<file path="config.mk">
export PLATFORM = sky130hd
export DESIGN_NAME = video_timing
export DESIGN_NICKNAME = d
export VERILOG_FILES = /design/src/rtl/video_timing_pkg.sv /design/src/rtl/timing_axis_counter.sv /design/src/rtl/video_timing.sv
export SDC_FILE = /design/constraint.sdc
export NUM_CORES = 1
export LEC_CHECK = 0
export CAP_MARGIN = 20
export CORE_ASPECT_RATIO = 0.6
export CORE_UTILIZATION = 38
export CTS_CLUSTER_SIZE = 30
export DETAILED_ROUTE_END_ITERATION = 8
export GPL_TIMING_DRIVEN = 1
export PLACE_DENSITY = 0.7
export SYNTH_ARGS = -nofsm -noshare
export SYNTH_HDL_FRONTEND = slang
export SYNTH_HIERARCHICAL = 1
export SYNTH_SLANG_ARGS = --single-unit
</file>
<file path="constraint.sdc">
create_clock -name clk -period 4.8 [get_ports clk]
set_input_delay 0.96 -clock clk [delete_from_list [all_inputs] [get_ports clk]]
set_output_delay 0.96 -clock clk [all_outputs]
set_load 0.01 [all_outputs]
</file>
<file path="src/rtl/video_timing_pkg.sv">
// Shared constants for the video timing block: 720p60 defaults, dd1 bus
// field offsets and the pixel-aligner state encoding.
package video_timing_pkg;

    localparam int DEF_H_ACTIVE = 1280;
    localparam int DEF_H_FP     = 110;
    localparam int DEF_H_SYNC   = 40;
    localparam int DEF_H_BP     = 220;
    localparam int DEF_V_ACTIVE = 720;
    localparam int DEF_V_FP     = 5;
    localparam int DEF_V_SYNC   = 5;
    localparam int DEF_V_BP     = 20;
    localparam bit DEF_HS_POL   = 1'b1;
    localparam bit DEF_VS_POL   = 1'b1;

    // dd1 = {R[7:0], G[7:0], B[7:0], DE, HSYNC, VSYNC}
    localparam int DD1_W  = 27;
    localparam int DD1_VS = 0;
    localparam int DD1_HS = 1;
    localparam int DD1_DE = 2;
    localparam int DD1_B  = 3;
    localparam int DD1_G  = 11;
    localparam int DD1_R  = 19;

    typedef enum logic {
        SEARCH = 1'b0,
        LOCKED = 1'b1
    } sync_state_t;

endpackage

</file>
<file path="src/rtl/timing_axis_counter.sv">
// One raster axis: wrapping counter with active-region and sync-pulse decode.
module timing_axis_counter #(
    parameter int ACTIVE = 8,
    parameter int FP     = 2,
    parameter int SYNC   = 2,
    parameter int BP     = 4,
    parameter bit POL    = 1'b1,
    parameter int W      = $clog2(ACTIVE + FP + SYNC + BP)
) (
    input  logic         clk,
    input  logic         resetn,
    input  logic         clr,
    input  logic         inc,
    output logic [W-1:0] cnt,
    output logic         wrap,
    output logic         active,
    output logic         sync
);
    localparam int TOTAL    = ACTIVE + FP + SYNC + BP;
    localparam int SYNC_BEG = ACTIVE + FP;
    localparam int SYNC_END = SYNC_BEG + SYNC;

    int c;
    assign c      = int'(cnt);
    assign wrap   = inc && (c == TOTAL - 1);
    assign active = c < ACTIVE;
    assign sync   = (c >= SYNC_BEG && c < SYNC_END) ? POL : ~POL;

    always_ff @(posedge clk or negedge resetn) begin
        if (!resetn)  cnt <= '0;
        else if (clr) cnt <= '0;
        else if (inc) cnt <= wrap ? '0 : cnt + 1'b1;
    end

endmodule

</file>
<file path="src/rtl/video_timing.sv">
// Video timing generator: raster counters, sync decode and a pixel-stream
// aligner that locks the upstream frame (pix_sof) to raster position (0,0).
module video_timing
    import video_timing_pkg::*;
#(
    parameter int H_ACTIVE = DEF_H_ACTIVE,
    parameter int H_FP     = DEF_H_FP,
    parameter int H_SYNC   = DEF_H_SYNC,
    parameter int H_BP     = DEF_H_BP,
    parameter int V_ACTIVE = DEF_V_ACTIVE,
    parameter int V_FP     = DEF_V_FP,
    parameter int V_SYNC   = DEF_V_SYNC,
    parameter int V_BP     = DEF_V_BP,
    parameter bit HS_POL   = DEF_HS_POL,
    parameter bit VS_POL   = DEF_VS_POL
) (
    input  logic             clk,
    input  logic             resetn,
    input  logic             en,
    input  logic             pix_valid,
    input  logic [23:0]      pix_rgb,
    input  logic             pix_sof,
    output logic             pix_ready,
    output logic [DD1_W-1:0] dd1,
    output logic             frame_start,
    output logic             underflow,
    output logic             sync_err
);
    localparam int HW = $clog2(H_ACTIVE + H_FP + H_SYNC + H_BP);
    localparam int VW = $clog2(V_ACTIVE + V_FP + V_SYNC + V_BP);
    localparam logic [DD1_W-1:0] DD1_RST = {24'h0, 1'b0, ~HS_POL, ~VS_POL};

    logic [HW-1:0] h_cnt;
    logic [VW-1:0] v_cnt;
    logic          h_wrap, v_wrap, h_act, v_act, hs, vs;

    timing_axis_counter #(
        .ACTIVE(H_ACTIVE), .FP(H_FP), .SYNC(H_SYNC), .BP(H_BP), .POL(HS_POL), .W(HW)
    ) u_h (
        .clk(clk), .resetn(resetn), .clr(~en), .inc(en),
        .cnt(h_cnt), .wrap(h_wrap), .active(h_act), .sync(hs)
    );

    timing_axis_counter #(
        .ACTIVE(V_ACTIVE), .FP(V_FP), .SYNC(V_SYNC), .BP(V_BP), .POL(VS_POL), .W(VW)
    ) u_v (
        .clk(clk), .resetn(resetn), .clr(~en), .inc(h_wrap),
        .cnt(v_cnt), .wrap(v_wrap), .active(v_act), .sync(vs)
    );

    sync_state_t state, nxt_state;
    logic        blank, nxt_blank;  // misplaced sof seen: dark until frame end
    logic        de, first, take, show, set_uf, set_se;
    logic [DD1_W-1:0] dd1_d;

    assign de    = en && h_act && v_act;
    assign first = de && (h_cnt == '0) && (v_cnt == '0);

    always_comb begin
        take      = 1'b0;
        show      = 1'b0;
        set_uf    = 1'b0;
        set_se    = 1'b0;
        nxt_state = state;
        nxt_blank = v_wrap ? 1'b0 : blank;
        case (state)
            SEARCH: begin
                // Locking pixel is frame position (0,0), so it is displayed.
                if (first) begin
                    if (pix_valid && pix_sof) begin
                        take      = 1'b1;
                        show      = 1'b1;
                        nxt_state = LOCKED;
                    end
                end else begin
                    take = pix_valid && !pix_sof;
                end
            end
            LOCKED: begin
                if (first) begin
                    nxt_blank = 1'b0;
                    if (!pix_valid) set_uf = 1'b1;
                    else if (pix_sof) begin
                        take = 1'b1;
                        show = 1'b1;
                    end else begin
                        set_se    = 1'b1;
                        nxt_state = SEARCH;
                    end
                end else if (de && !blank) begin
                    if (!pix_valid) set_uf = 1'b1;
                    else if (pix_sof) begin
                        set_se    = 1'b1;
                        nxt_blank = 1'b1;
                    end else begin
                        take = 1'b1;
                        show = 1'b1;
                    end
                end
            end
            default: nxt_state = SEARCH;
        endcase
        if (!en) begin
            take      = 1'b0;
            show      = 1'b0;
            nxt_state = SEARCH;
            nxt_blank = 1'b0;
        end
    end

    assign pix_ready = resetn && take;

    always_comb begin
        dd1_d                = '0;
        dd1_d[DD1_R +: 8]    = show ? pix_rgb[23:16] : 8'h0;
        dd1_d[DD1_G +: 8]    = show ? pix_rgb[15:8]  : 8'h0;
        dd1_d[DD1_B +: 8]    = show ? pix_rgb[7:0]   : 8'h0;
        dd1_d[DD1_DE]        = de;
        dd1_d[DD1_HS]        = en ? hs : ~HS_POL;
        dd1_d[DD1_VS]        = en ? vs : ~VS_POL;
    end

    always_ff @(posedge clk or negedge resetn) begin
        if (!resetn) begin
            state       <= SEARCH;
            blank       <= 1'b0;
            dd1         <= DD1_RST;
            frame_start <= 1'b0;
            underflow   <= 1'b0;
            sync_err    <= 1'b0;
        end else begin
            state       <= nxt_state;
            blank       <= nxt_blank;
            dd1         <= dd1_d;
            frame_start <= first;
            underflow   <= underflow | set_uf;
            sync_err    <= sync_err | set_se;
        end
    end

endmodule
</file>
# Yosys cells after proc, flatten, opt, wreduce, memory -nomap -nowiden
# Cells that the tools add are included.
dict set report totals {
  ff_bits 53
  out_inout_bits 31
  wordCells 81
}
dict set report op_classes {
  reduce_logical 16
  addsub 2
  order_cmp 6
  mux 43
  bitwise_logic 3
  n_eq_ne 3
}
# op n
set op_table {}
lappend op_table {{1-bit 2-to-1 mux} 32}
lappend op_table {{10-bit 2-to-1 mux} 3}
lappend op_table {{8-bit 2-to-1 mux} 3}
lappend op_table {{11-bit < comparator, second input constant} 2}
lappend op_table {{11-bit 2-to-1 mux} 2}
lappend op_table {{10-bit < comparator, second input constant} 2}
lappend op_table {{1-bit logical AND} 12}
lappend op_table {{11-bit by 1-bit adder with 11-bit output, second input constant} 1}
lappend op_table {{11-bit by 10-bit == test with 1-bit output, second input constant} 1}
lappend op_table {{11-bit greater-or-equal comparator, second input constant} 1}
lappend op_table {{11-bit zero test} 1}
lappend op_table {{10-bit by 1-bit adder with 10-bit output, second input constant} 1}
lappend op_table {{10-bit == test, second input constant} 1}
lappend op_table {{10-bit greater-or-equal comparator, second input constant} 1}
lappend op_table {{10-bit zero test} 1}
lappend op_table {{1-bit case mux with 2 select lines} 3}
lappend op_table {{1-bit zero test} 2}
lappend op_table {{2-bit by 1-bit != test with 1-bit output, second input constant} 1}
lappend op_table {{1-bit bitwise OR} 2}
lappend op_table {{1-bit inverter} 1}

# Depth between registers and ports, before layout
dict set report depth {
  ltp_word 10
  depth_mapped 8
  depth_no_buf 7
}

# Hierarchy
# Netlist, hierarchy kept.
# mod seq_area_each_um2 n_inst cells_per_inst area_each_um2
set by_module_without_submodules {}
lappend by_module_without_submodules {video_timing 800.8 1 124 1371.3}
lappend by_module_without_submodules {{timing_axis_counter (u_h)} 275.3 1 83 753.2}
lappend by_module_without_submodules {{timing_axis_counter (u_v)} 250.2 1 69 659.4}

# Worst setup path before layout
# No wires, ideal clock.
dict set report synth_timing {
  path_type {input-to-output}
  start {in en}
  end {out pix_ready}
  path_buffers 1
  stages 5
  path_slack_ns 1.892
  arrival_time_ns 1.948
  path_cell_list {and3_4 -> and3_4 -> nand3_1 -> buf_6 -> a21oi_1}
}
dict set report synth_between {
  elab_chain_len 8
  word_cells_on_any_way 11
  cone_classes {mux (5); reduce/logical (6)}
}
# element line_no
set synth_lines {}
lappend synth_lines {{start, declared} video_timing.sv:19} ;# input logic en,
lappend synth_lines {{1-bit logical AND (2 in series)} video_timing.sv:56} ;# assign de = en && h_act && v_act;
lappend synth_lines {{1-bit logical AND, on equally long branches} {video_timing.sv:90, video_timing.sv:57}}
lappend synth_lines {{1-bit 2-to-1 mux or 1-bit logical AND (tied branches)} {video_timing.sv:90, video_timing.sv:57}}
lappend synth_lines {{1-bit 2-to-1 mux, on equally long branches} {video_timing.sv:80, video_timing.sv:69}}
lappend synth_lines {{1-bit case mux with 2 select lines} video_timing.sv:66} ;# case (state)
lappend synth_lines {{1-bit 2-to-1 mux *} video_timing.sv:103} ;# if (!en) begin
lappend synth_lines {{1-bit logical AND *} video_timing.sv:111} ;# assign pix_ready = resetn && take;
lappend synth_lines {{end, declared} video_timing.sv:23} ;# output logic pix_ready,
# Every way passes the cells marked *; elsewhere a longest branch is shown, timed or not.

# Worst setup path in the final report
# Same ends and word-level chain as after synthesis.

==> impl_metrics.json <==
{
  "cts_buffer_depth": 2,
  "synth_edf_count": 0,
  "nets": 369,
  "r2r_slack_ps": 2170,
  "placedCellCount": 415,
  "synth_top_area_share_pct": 47.64,
  "worstMarginPinSlew_ps": 1092,
  "arrival_ps": 2890,
  "synth_area_leaders": "dfrtp_1 48%, a21oi_2 6.3%, nand2_1 5.5%, a21oi_1 2.7%, o21ai_0 2.7%",
  "fin_util_pct": 52.06,
  "path_cells": "clkdlybuf4s50_1 -> buf_4 -> nand4b_1 -> a21oi_1 -> o21ai_0 -> a21oi_1 -> clkdlybuf4s50_1",
  "ys_seq_elements": 53,
  "dp_hpwl_um": 4768,
  "swShare_pct": 24.62,
  "r2r_start": "u_h/cnt[1]",
  "worstReg2RegEnd": "u_v/cnt[9]",
  "start_kind": "input pin",
  "cts_made_buffers": 5,
  "grt_pass1_wl_um": 10580,
  "critical_path.endpoint": "pix_ready",
  "diodes": 0,
  "fmax_mhz": 259.5,
  "clkSinkCount": 53,
  "slowest_delay_ps": 600,
  "die_y_um": 68.30,
  "slew_headroom_pct": 27.19,
  "row_count": 23,
  "power.switching_uw": 231.9,
  "pwr_density_cell_nw_per_um2": 263.0,
  "die_x_um": 112.5,
  "critPathKind": "input pin to output pin",
  "setup_violations": 0,
  "wl_per_cell_um": 15.74,
  "pre_cts_slack_ps": 952.1,
  "grt_util_all_layers_pct": 18.26,
  "hold_path_class": "flip-flop to flip-flop",
  "grt_antenna_before_repair": 0,
  "drc": 0,
  "maxCapViolCount": 0,
  "p_int_uw": 709.9,
  "finalHoldViolations": 0,
  "synth_area_um2": 2784,
  "status": "finished, final reports clean",
  "drt_iter0_markers": 213,
  "yosysUniqueCellTypes": 49,
  "root_buffer": "clkbuf_16",
  "report.final.slew_viol_count": 0,
  "layout_min_cycle_time_ps": 3854,
  "cts_tree": "yes",
  "drtPass1Iterations": 4,
  "cp_max_fo": 18,
  "core_um2": 6878,
  "crit_start": "en",
  "seqPwrFrac_pct": 49.7,
  "seq_area_frac_synth_pct": 47.64,
  "instances_no_fill": 423,
  "synth_fp_nets": 310,
  "postRouteAntennaNets": 0,
  "portBuffers": 59,
  "hold_buffers": 0,
  "vias": 2338,
  "ir_worst_vdd_uv": 117.5,
  "grt_overflow": 0,
  "initial_core_util_pct": 40.48,
  "r2r_cells": 8,
  "htree_levels": 2,
  "insertion_delay_ps": 300,
  "async_reset_ff_share_pct": 100.0,
  "min_period_over_period_pct": 80.29,
  "syn_area_per_cell_um2": 10.09,
  "cts.clk_slew.worst_paths_ps": 70,
  "setup_tns_ps": 0,
  "top_level_ports": 60,
  "area_delta_synth_final_pct": 28.63,
  "synth_warnings": 6,
  "grt_pass1_vias": 2068,
  "grt_max_degree": 54,
  "power_uw": 941.8,
  "syn_inst": 276,
  "post-cts-setup-buffers": 0,
  "pwr-share-comb_pct": 12.8,
  "cts_resized": 0,
  "finalWorstSetupSlack_ps": 946.0,
  "final_layout_size_suffix_gt1_share_pct": 15.18,
  "vias_per_cell": 5.527,
  "rsz0062_at_grt": "false",
  "wl_um": 6658,
  "synth_top_cell_by_area": "dfrtp_1",
  "gp_congestion": 0.8883,
  "die_area_um2": 7684,
  "p_leak_uw": 0.001433,
  "fin_skew_ps": 5.663,
  "critPathCaptureType": "output pin",
  "required_ps": 3840,
  "clockPowerShare_pct": 37.5,
  "critPathSlowestCell": "clkdlybuf4s50_1",
  "synthFlopType": "dfrtp_1"
}
-- power groups by stage --
stage	logic (µW)	registers (µW)	clock network (µW)
2_1_floorplan	48.0	480	0
3_3_place_gp	120	476	0
3_5_place_dp	122	477	0
4_1_cts	122	468	361
5_1_grt	132	470	375
6_report	121	468	353
-- cell usage after synthesis (3+ instances only) --
master    count
o21ai_0      15
or3_1         4
nor2_1       13
dfrtp_1      53
clkbuf_1      4
xor2_1        3
nand2b_1      3
nor4_1        5
nand3_1       9
ha_1          5
buf_2         5
a31o_2        3
nor3_1        5
a21oi_1      15
nand2_1      41
inv_1        12
buf_6         4
nand4_1       4
a21oi_2      20
nand4b_1      4
o31ai_1       6
or4_1         5
-- placed cells by master (no fill, tap or decap), types with 3 or more instances in the layout --
cell type / count
nor2_1: 13
inv_1: 12
ha_1: 5
dfrtp_1: 53
o31ai_1: 6
nand3_1: 9
nand2b_1: 3
o21ai_0: 15
a31o_2: 3
xor2_1: 3
or4_1: 5
buf_4: 6
nand4_1: 4
nor3_1: 5
or3_1: 4
nand2_1: 41
clkdlybuf4s50_1: 58
a21oi_2: 20
a21oi_1: 15
clkbuf_16: 5
nor4_1: 5
nand4b_1: 4
-- layer usage --
metal  global-route usage, %  vias to the layer above  wire, µm
met1                   26.81                     1119      3431
met4                   6.500                        0        74
li1                        -                     1127         -
met3                   4.606                        8       497
met2                   25.93                       84      2655
met5                       0                        -         0
-- cells by family after synthesis --
logic type                 count (synthesis)  share of synthesized area (%)
AOI/OAI and AO/OA                         77                          21.57
xor gates and xnor gates                   5                          1.573
adders and majority gates                  5                          2.247
buffers and inverters                     25                          4.674
DFF                                       53                          47.64
and+or+nand+nor                          111                          22.29
-- state kept, by name (all words and copies together) (netlist names) --
signal,count
u_h/cnt,11
underflow,1
state,1
dd1,27
frame_start,1
blank,1
u_v/cnt,10
sync_err,1
-- how the worst min path moves through the flow --
stage / from / endpoint / slack (ps) / depth (start not counted)
finish: sync_err / sync_err / 480 / 1
global route: underflow / underflow / 510 / 1
CTS: sync_err / sync_err / 480 / 1
detailed placement: sync_err / sync_err / 470 / 1
global placement: sync_err / sync_err / 450 / 1
floorplan: blank / blank / 490 / 2
-- stage by stage --
step,cell area (µm²),hold WS [ps]
floorplan,2784,493.6
global placement,3438,454.9
detailed placement,3438,467.4
CTS,3581,482.7
global route,3581,511.1
finish,3581,478.6
-- critical path: cells and delay by family --
kind	cells	cell delay, ps
and+or+nand+nor	1	210
buffers and inverters	3	1270
AOI/OAI and AO/OA	3	460
-- area by class of cell --
type | count | area (µm²)
Timing Repair Buffer | 65 | 630.6
Fill cell | 633 | 3297
Multi-Input combinational cell | 198 | 1328
Inverter | 12 | 45.04
Clock inverter | 3 | 17.52
Clock buffer | 5 | 125.1
Sequential cell | 53 | 1326
Tap cell | 87 | 108.9
(Power assumes the default switching activity.)
